### src/rtl/jtag_hub_router.sv
// jtag_hub_router: in-band header JTAG hub that routes user-DR traffic to app channels.
// Define JTAG_HUB_QUERY_EN to build the hub information (query) register.
module jtag_hub_router #(
    parameter int         CTRL_PORT_NUM = 15,
    parameter int         ID_W          = 8,
    parameter logic [7:0] HUB_VER       = 8'h20
) (
    input  logic                     drck_in,
    input  logic                     reset_dr,
    input  logic                     tdi_in,
    input  logic                     sel_in,
    input  logic                     capture_in,
    input  logic                     shift_in,
    input  logic                     update_in,
    output logic                     tdo_out,
    output logic                     drck_o,
    output logic                     conf_tdi,
    output logic                     capt_o,
    output logic                     shift_o,
    output logic [CTRL_PORT_NUM-1:0] conf_sel,
    output logic [ID_W-1:0]          id_o,
    input  logic [CTRL_PORT_NUM-1:0] hub_tdo
);
    localparam int HDR_W = ID_W + 2;
    localparam int CNT_W = $clog2(HDR_W + 1);
    localparam logic [CNT_W-1:0] CNT_LAST = CNT_W'(HDR_W - 1);
    localparam logic [CNT_W-1:0] CNT_MAX  = CNT_W'(HDR_W);
    localparam logic [ID_W-1:0]  ID_LIM   = ID_W'(CTRL_PORT_NUM);

    localparam logic [1:0] ST_IDLE = 2'd0;
    localparam logic [1:0] ST_HDR  = 2'd1;
    localparam logic [1:0] ST_DATA = 2'd2;

    localparam logic [1:0] MD_ROUTE  = 2'd0;
    localparam logic [1:0] MD_BYPASS = 2'd2;
`ifdef JTAG_HUB_QUERY_EN
    localparam logic [1:0] MD_QUERY  = 2'd1;
`endif

    logic [1:0]       state_q, state_d;
    logic [CNT_W-1:0] cnt_q, cnt_d;
    logic [HDR_W-2:0] hdr_sr_q, hdr_sr_d;
    logic [ID_W-1:0]  id_q, id_d;
    logic [1:0]       mode_q, mode_d;
    logic             tdo_q, tdo_d;
    logic             conf_tdi_q, conf_tdi_d;
    logic             shift_q, shift_d;

    logic [HDR_W-1:0]         hdr_full;
    logic [ID_W-1:0]          hdr_id;
    logic [1:0]               hdr_cmd;
    logic [1:0]               hdr_mode;
    logic                     frame_ok;
    logic                     hdr_done;
    logic                     is_route;
    logic                     route_bit;
    logic [CTRL_PORT_NUM-1:0] sel_dec;

    // Full header as seen on the cycle of its last shift
    assign hdr_full = {tdi_in, hdr_sr_q};
    assign hdr_id   = hdr_full[ID_W-1:0];
    assign hdr_cmd  = hdr_full[HDR_W-1:ID_W];

    assign frame_ok = sel_in & ~update_in & ~capture_in;
    assign hdr_done = frame_ok & shift_in & (state_q == ST_HDR) &
                      (cnt_q == CNT_LAST);

    always_comb begin
        hdr_mode = MD_BYPASS;
        if (hdr_cmd == 2'd0 && hdr_id < ID_LIM) begin
            hdr_mode = MD_ROUTE;
        end
`ifdef JTAG_HUB_QUERY_EN
        else if (hdr_cmd == 2'd1) begin
            hdr_mode = MD_QUERY;
        end
`endif
    end

    // Update/deselect beat capture, capture beats shifting
    always_comb begin
        state_d  = state_q;
        cnt_d    = cnt_q;
        hdr_sr_d = hdr_sr_q;
        id_d     = id_q;
        mode_d   = mode_q;
        if (update_in || !sel_in) begin
            state_d = ST_IDLE;
        end else if (capture_in) begin
            state_d  = ST_HDR;
            cnt_d    = '0;
            hdr_sr_d = '0;
        end else if (state_q == ST_HDR && shift_in) begin
            hdr_sr_d = hdr_full[HDR_W-1:1];
            cnt_d    = (cnt_q == CNT_MAX) ? cnt_q : cnt_q + 1'b1;
            if (hdr_done) begin
                state_d = ST_DATA;
                id_d    = hdr_id;
                mode_d  = hdr_mode;
            end
        end
    end

    always_comb begin
        route_bit = 1'b0;
        sel_dec   = '0;
        for (int i = 0; i < CTRL_PORT_NUM; i++) begin
            if (id_q == ID_W'(i)) begin
                route_bit  = hub_tdo[i];
                sel_dec[i] = 1'b1;
            end
        end
    end

    assign is_route = (state_q == ST_DATA) & (mode_q == MD_ROUTE);

`ifdef JTAG_HUB_QUERY_EN
    logic [15:0] info_sr_q, info_sr_d;

    always_comb begin
        info_sr_d = info_sr_q;
        if (hdr_done) begin
            info_sr_d = {HUB_VER, 8'(CTRL_PORT_NUM)};
        end else if (frame_ok && shift_in && state_q == ST_DATA) begin
            info_sr_d = {1'b0, info_sr_q[15:1]};
        end
    end

    always_ff @(posedge drck_in or posedge reset_dr) begin
        if (reset_dr) begin
            info_sr_q <= '0;
        end else begin
            info_sr_q <= info_sr_d;
        end
    end
`else
    logic unused_ver;
    assign unused_ver = ^HUB_VER;
`endif

    always_comb begin
        tdo_d = 1'b0;
        if (state_q == ST_DATA) begin
            case (mode_q)
                MD_ROUTE: tdo_d = route_bit;
`ifdef JTAG_HUB_QUERY_EN
                MD_QUERY: tdo_d = info_sr_q[0];
`endif
                default:  tdo_d = tdi_in;
            endcase
        end
    end

    assign shift_d    = shift_in & is_route;
    assign conf_tdi_d = tdi_in;

    always_ff @(posedge drck_in or posedge reset_dr) begin
        if (reset_dr) begin
            state_q    <= ST_IDLE;
            cnt_q      <= '0;
            hdr_sr_q   <= '0;
            id_q       <= '0;
            mode_q     <= MD_BYPASS;
            tdo_q      <= 1'b0;
            conf_tdi_q <= 1'b0;
            shift_q    <= 1'b0;
        end else begin
            state_q    <= state_d;
            cnt_q      <= cnt_d;
            hdr_sr_q   <= hdr_sr_d;
            id_q       <= id_d;
            mode_q     <= mode_d;
            tdo_q      <= tdo_d;
            conf_tdi_q <= conf_tdi_d;
            shift_q    <= shift_d;
        end
    end

    assign tdo_out  = tdo_q;
    assign conf_tdi = conf_tdi_q;
    assign shift_o  = shift_q;
    assign id_o     = id_q;
    assign conf_sel = is_route ? sel_dec : '0;
    assign drck_o   = drck_in;
    assign capt_o   = capture_in & sel_in;

endmodule

### config.mk
export PLATFORM = sky130hd
export DESIGN_NAME = jtag_hub_router
export DESIGN_NICKNAME = d
export VERILOG_FILES = /design/src/rtl/jtag_hub_router.sv
export SDC_FILE = /design/constraint.sdc
export NUM_CORES = 1
export LEC_CHECK = 0
export ABC_AREA = 1
export BUFFER_PORTS_ARGS = -buffer_cell sky130_fd_sc_hd__buf_4
export CORE_MARGIN = 5
export CORE_UTILIZATION = 56
export CTS_BUF_LIST = sky130_fd_sc_hd__clkbuf_4 sky130_fd_sc_hd__clkbuf_8
export DETAILED_ROUTE_END_ITERATION = 16
export GPL_TIMING_DRIVEN = 1
export PLACE_DENSITY = 0.92
export SLEW_MARGIN = 20
export SYNTH_ARGS = -nofsm -noshare
export SYNTH_HDL_FRONTEND = slang
export SYNTH_SLANG_ARGS = --single-unit
### constraint.sdc
create_clock -name drck_in -period 4.1 [get_ports drck_in]
set_clock_uncertainty 0.1 [all_clocks]
set_input_delay 0.82 -clock drck_in [delete_from_list [all_inputs] [get_ports drck_in]]
set_output_delay 0.82 -clock drck_in [all_outputs]
set_load 0.05 [all_outputs]
==> metrics.md, run 1 <==
| Metric | Value |
|---|---|
| Worst hold path type | in -> async |
| Crit end category | output pin |
| Die height | around 63 um |
| Worst reg2reg setup slack | around 2.1 ns |
| RR Startpoint | id_o[7]$_DFFE_PP0P_ |
| Commonest non-fill, non-tap cell in the layout | buf_4 |
| Max-slew violation count | 0 |
| Clk_lat worst skew | about 0.45 ns |
| Hold slack | ~0.33 ns |
| Critical path required time | approximately 3.2 ns |
| Post-synthesis async set-or-reset flop share | 100% |
| Busiest layer in global routing | met2 |
| Status | finished clean |
| Core ar. | roughly 2700 um^2 |
| IO buf count | 49 |
| Met1 usage | between 20% and 30% |
| Power density over cell area | roughly 290 nW/um^2 |
| R2R depth | 17 |
| Total track usage | between 20% and 30% |
| Largest cells by area after synthesis | dfrtp_1, nand2_1, inv_1 |
| Synth Flop Type | dfrtp_1 |
| Register bit total from synthesis | 27 |
| Fin. Hold Viols | 0 |
| Worst Path Arrival | 2.46 ns |
| Share of cells above drive strength 1 | just over 30% |
| Initial antenna violation count | 0 |
| Post-route ant nets | 0 |
| Hold buffers post-CTS | 0 |
| Mapped Cells | a little over 200 |
| Num rows | 19 |
| DR vias | 1492 |
| Max FO, Critical Path | 2 |
| Setup ws final | between 0.7 and 0.8 ns |
| DP Cell Count | roughly 280 |
| Die W | 62.9 um |
| Maximum VDD drop | roughly 0.45 mV |
| Vias per cell | 5.24 |
| Reg-to-reg endpoint | tdo_out$_DFF_PP0_ |
| GRT met3 Usage | 7.01% |
| Top-area cell type share of the netlist area | about 41% |
| Post-Syn Area | 1570 um^2 |
| Reg clk slew, reported paths | ~0.15 ns |
| WL per Instance | 12.8 um |
| Pre-CTS WS | a little under 1 ns |
| Die area | around 4000 um^2 |
| EDFF count, synth | 0 |
| Crit path kind | clk -> out |
| Commonest non-fill, non-tap cells in the layout | buf_4, nand2_1, inv_1 |
| Met2 GRT Util | about a third |
| Initial Util | 57.9% |
| Post-CTS setup buffer count | 0 |
| Maxcap violations | 0 |
| Hpwl dp | a little under 3 mm |
| Yosys warning count | 0 |
| Grt ovf | 0 |
| CTS resizes | 0 |
| First-pass DRT Iterations | 4 |
| Largest net degree at the start of global routing | 28 |
| IO Pins | 50 |
| Worst-margin pin slew | ~0.90 ns |
| Ant diodes | 0 |
| Cell Count, Final, Fillers Out | approximately 290 |
| RSZ-0062 raised after global routing | no |
| Synthesized area per cell | between 7 and 8 um^2 |
| Number of DRC markers in iteration 0 | slightly above 60 |
| Number of global-route vias before repair | 1538 |
| Relative slew slack | between 30% and 40% |
| Routed wire length | around 3.6 mm |
| Remaining DRCs | 0 |
| Leak | between 0.9 and 1 nW |
| Worst Setup Start Kind | clock port |
| Area Overhead vs Synth | 27.4% |
| GPL Wtd Cong | about 0.86 |
| # nets final | 280 |
| Final setup viols | 0 |
| First-pass GRT wire length | 6.51 mm |
| Final TNS setup | 0 ns |
| Sequential area share after synthesis | about 43% |
| Dominant cell type by area after synthesis | dfrtp_1 |
| CTS tree | yes |
| Distinct cells, synth | 31 |
| Syn Nets | 227 |
==> routing by layer <==
layer / part of all wire, % / up-vias
li1: - / 756
met1: 42 / 686
met2: 50 / 43
met3: 7.1 / 7
met4: 1.3 / 0
met5: 0 / -
==> critical path, cell delays in order <==
cell	delay (ns)
clkbuf_4	0.11
clkbuf_4	0.12
buf_4	0.18
==> area by class of cell <==
class                      count  area (um^2)
fill                         240          711
multi-input combinational    131          716
clock buffer                   7         52.6
clock inverter                 1         5.00
timing repair buffer          48          360
sequential                    27          677
inverter                      40          150
tap                           31         38.8
==> flip-flops by register name, indices dropped and copies added, names as in the netlist <==
name      cells
shift_o       1
hdr_sr_q      9
mode_q        1
conf_tdi      1
state_q       2
id_o          8
cnt_q         4
tdo_out       1
==> logic make-up after synthesis <==
group / count (synthesis) / share of synthesized area, %
AOI/OAI and AO/OA: 35 / 13.6
xor gates and xnor gates: 1 / 0.558
adders and majority gates: 3 / 2.39
buffers and inverters: 44 / 11.2
DFF: 27 / 43.1
and+or+nand+nor: 92 / 29.1
==> worst max-delay path by stage <==
stage | from | end | slack (ns) | cells after the start
global route | drck_in | drck_o | 0.71 | 3
floorplan | id_o[0]$_DFFE_PP0P_ | conf_sel[1] | 0.51 | 5
finish | drck_in | drck_o | 0.72 | 3
CTS | drck_in | drck_o | 0.71 | 3
global placement | drck_in | drck_o | 0.96 | 1
detailed placement | drck_in | drck_o | 0.96 | 1
==> power by group <==
part           switching [W]  internal [W]   total, W
clock network       0.000132     0.0000819   0.000214
logic              0.0000430     0.0000291  0.0000721
registers         0.00000990      0.000276   0.000286
total               0.000185      0.000387   0.000572
==> through the flow <==
| step | cell area, um^2 | total power [W] | utilization, % |
|---|---|---|---|
| after floorplan | 1570 | 0.000386 | - |
| after global placement | 1950 | 0.000414 | 71.9 |
| after detailed placement | 1950 | 0.000416 | 71.9 |
| after CTS | 2000 | 0.000576 | 73.8 |
| after global routing | 2000 | 0.000599 | 73.8 |
| final | 2000 | 0.000572 | 73.8 |
==> synth_stat cells (2+ instances only) <==
cell,number
nor4_1,6
nor2_2,2
inv_2,5
clkbuf_1,2
or2_4,2
o22ai_1,10
o211ai_1,2
nor2_4,5
a21oi_1,4
inv_1,35
nor2_1,20
a21oi_2,2
o21ai_0,12
nand2_2,2
dfrtp_1,26
nand2_1,39
ha_1,3
o31ai_1,2
nand3_1,8
nor3_2,2
nor3_1,3
No activity file was read; power rests on OpenSTA's default activity.
==> inputs of run 2 (changes only) <==
Settings changed: CORE_UTILIZATION 56 to 52, PLACE_DENSITY 0.92 to 0.86.
Clock period 4.1 ns to 3.25 ns, I/O delays scaled along.
==> run 2 against run 1 <==
Compared with the run above: highest routed layer unchanged; count of clock-buffer cells in the layout is the same; register-to-register slack lost 0.83 ns; wire length grew 0.63%.
==> metrics.md, run 2 (synthesized netlist as in run 1, its figures left out) <==
| Metric | Value |
|---|---|
| Status | finished clean |
| Total track usage | between 10% and 20% |
| Die W | 64.9 um |
| Core ar. | 2980 um^2 |
| Share of cells above drive strength 1 | between 30% and 40% |
| Vias per cell | 5.18 |
| Crit end category | output pin |
| Top reg by flops | hdr_sr_q |
| IO buf count | 49 |
| Cell Count, Final, Fillers Out | around 290 |
| Number of global-route vias before repair | 1476 |
| Worst reg2reg setup slack | around 1.3 ns |
| Fillcell total | roughly 260 |
| First-pass GRT wire length | approximately 6.3 mm |
| Reg-to-reg endpoint | tdo_out$_DFF_PP0_ |
| Worst setup path endpoint | conf_sel[1] |
| Die height | 64.9 um |
| Max-slew violation count | 0 |
| Worst Path Arrival | a little over 2 ns |
| Worst Setup Start Kind | flop |
| Crit path kind | reg -> out |
| Final min period | 2.80 ns |
| WL per Instance | 12.7 um |
| Num rows | 20 |
| Hold buffers post-CTS | 0 |
| FF/Latch Area | 677 um^2 |
| Initial Util | 52.7% |
| RR Startpoint | id_o[7]$_DFFE_PP0P_ |
| Final Cycle Share | around 86% |
| R2R depth | 17 |
| Setup ws final | around 0.45 ns |
| Clock power frac | approximately 37% |
| Largest net degree at the start of global routing | 28 |
| Fin. Hold Viols | 0 |
| Leak | 0.971 nW |
| Maximum VDD drop | between 0.5 and 0.6 mV |
| Int Pwr | between 0.0004 and 0.0005 W |
| Power density over cell area | between 300 and 400 nW/um^2 |
| Max Clock Freq | ~0.36 GHz |
| Reg clk slew, reported paths | about 0.15 ns |
| Maxcap violations | 0 |
| DP Cell Count | 281 |
| Crit path cell chain | inv_2 > nor2_1 > inv_1 > nor4_1 > buf_4 |
| Number of DRC markers in iteration 0 | 117 |
| Critical path required time | ~2.5 ns |
| GPL Wtd Cong | approximately 0.9 |
| Sw Share | approximately 32% |
| Post-route ant nets | 0 |
| Worst hold path type | in -> async |
| Final setup viols | 0 |
| Grt ovf | 0 |
| Relative slew slack | 38.2% |
| First-pass DRT Iterations | 4 |
| IO Pins | 50 |
| Hpwl dp | about 2.8 mm |
| Max reg flops | 9 |
| Critical Path Source | id_o[0]$_DFFE_PP0P_ |
| Area of the multi-input gates | 716 um^2 |
| Worst-margin pin slew | ~0.92 ns |
| Routed wire length | 3.67 mm |
| Worst path slowest cell | dfrtp_1 |
| Commonest non-fill, non-tap cells in the layout | buf_4, nand2_1, inv_1 |
| Max incr delay on CP | 0.57 ns |
| Area Overhead vs Synth | 28.1% |
| Die area | 4220 um^2 |
| Initial antenna violation count | 0 |
| Clk_lat worst skew | ~0.45 ns |
| Sequential Power Share | approximately 50% |
| Net switching power figure | about 0.00023 W |
| CTS tree | yes |
| # nets final | 281 |
| Combinational Power Share | between 10% and 20% |
| CTS resizes | 0 |
| Commonest non-fill, non-tap cell in the layout | buf_4 |
| DR vias | ~1500 |
| Pre-CTS WS | 0.708 ns |
| Total power | around 0.00072 W |
| Max FO, Critical Path | 9 |
| RSZ-0062 raised after global routing | no |
| Post-CTS setup buffer count | 0 |
| Ant diodes | 0 |
| Remaining DRCs | 0 |
[run 2: cell types whose count changed in the layout (fill, tap and decap cells not counted), sizes merged]
cell | previous run | this run
buf | 49 | 50
[run 2: how the worst min path moves through the flow]
stage               cells past startpoint                    start                   end  slack [ns]
finish                                  2                 reset_dr  cnt_q[1]$_DFFE_PP0P_        0.17
global route                            2                 reset_dr  cnt_q[1]$_DFFE_PP0P_        0.21
CTS                                     1                   tdi_in    conf_tdi$_DFF_PP0_        0.23
detailed placement                      2  hdr_sr_q[1]$_DFFE_PP0P_   id_o[1]$_DFFE_PP0P_        0.37
global placement                        2  hdr_sr_q[1]$_DFFE_PP0P_   id_o[1]$_DFFE_PP0P_        0.36
floorplan                               2  hdr_sr_q[0]$_DFFE_PP0P_   id_o[0]$_DFFE_PP0P_        0.35
[run 2: power by group through the flow]
stage | Sequential, W | Combinational (W) | Clock, W
floorplan | 0.000373 | 0.0000479 | 0.0000663
global placement | 0.000366 | 0.0000897 | 0.0000663
detailed placement | 0.000366 | 0.0000916 | 0.0000663
CTS | 0.000360 | 0.0000919 | 0.000277
global route | 0.000362 | 0.000102 | 0.000292
finish | 0.000360 | 0.0000915 | 0.000270
[run 2: through the flow]
stage / hold WS, ns / util [%] / setup TNS (ns) / cell area (um^2)
floorplan: 0.353 / - / -0.584 / 1570
global placement: 0.363 / 65.8 / 0 / 1960
detailed placement: 0.371 / 65.8 / 0 / 1960
CTS: 0.227 / 67.5 / 0 / 2010
global route: 0.214 / 67.5 / 0 / 2010
finish: 0.166 / 67.5 / 0 / 2010
[run 2: critical path, delay by kind of cell (launching register included)]
kind                   cells  cell delay, ns
flip-flops                 1            0.57
buffers and inverters      3            0.46
AND/OR/NAND/NOR            2            0.57
[run 2: final cells by class]
cell class / count / share of cell area (%)
multi-input cells: 131 / 35.6
flip-flops and latches: 27 / 33.7
repair buffers: 49 / 18.3
inverters: 40 / 7.47
clock buffers: 7 / 2.62
well taps: 33 / 2.05
clock inverters: 1 / 0.249
[run 2: layer usage]
layer | up-vias | wire length, um | global-route usage, %
met4 | 0 | 80 | 10.6
met2 | 58 | 1730 | 31.3
li1 | 757 | - | -
met5 | - | 0 | 0
met3 | 11 | 327 | 5.03
met1 | 665 | 1530 | 22.0
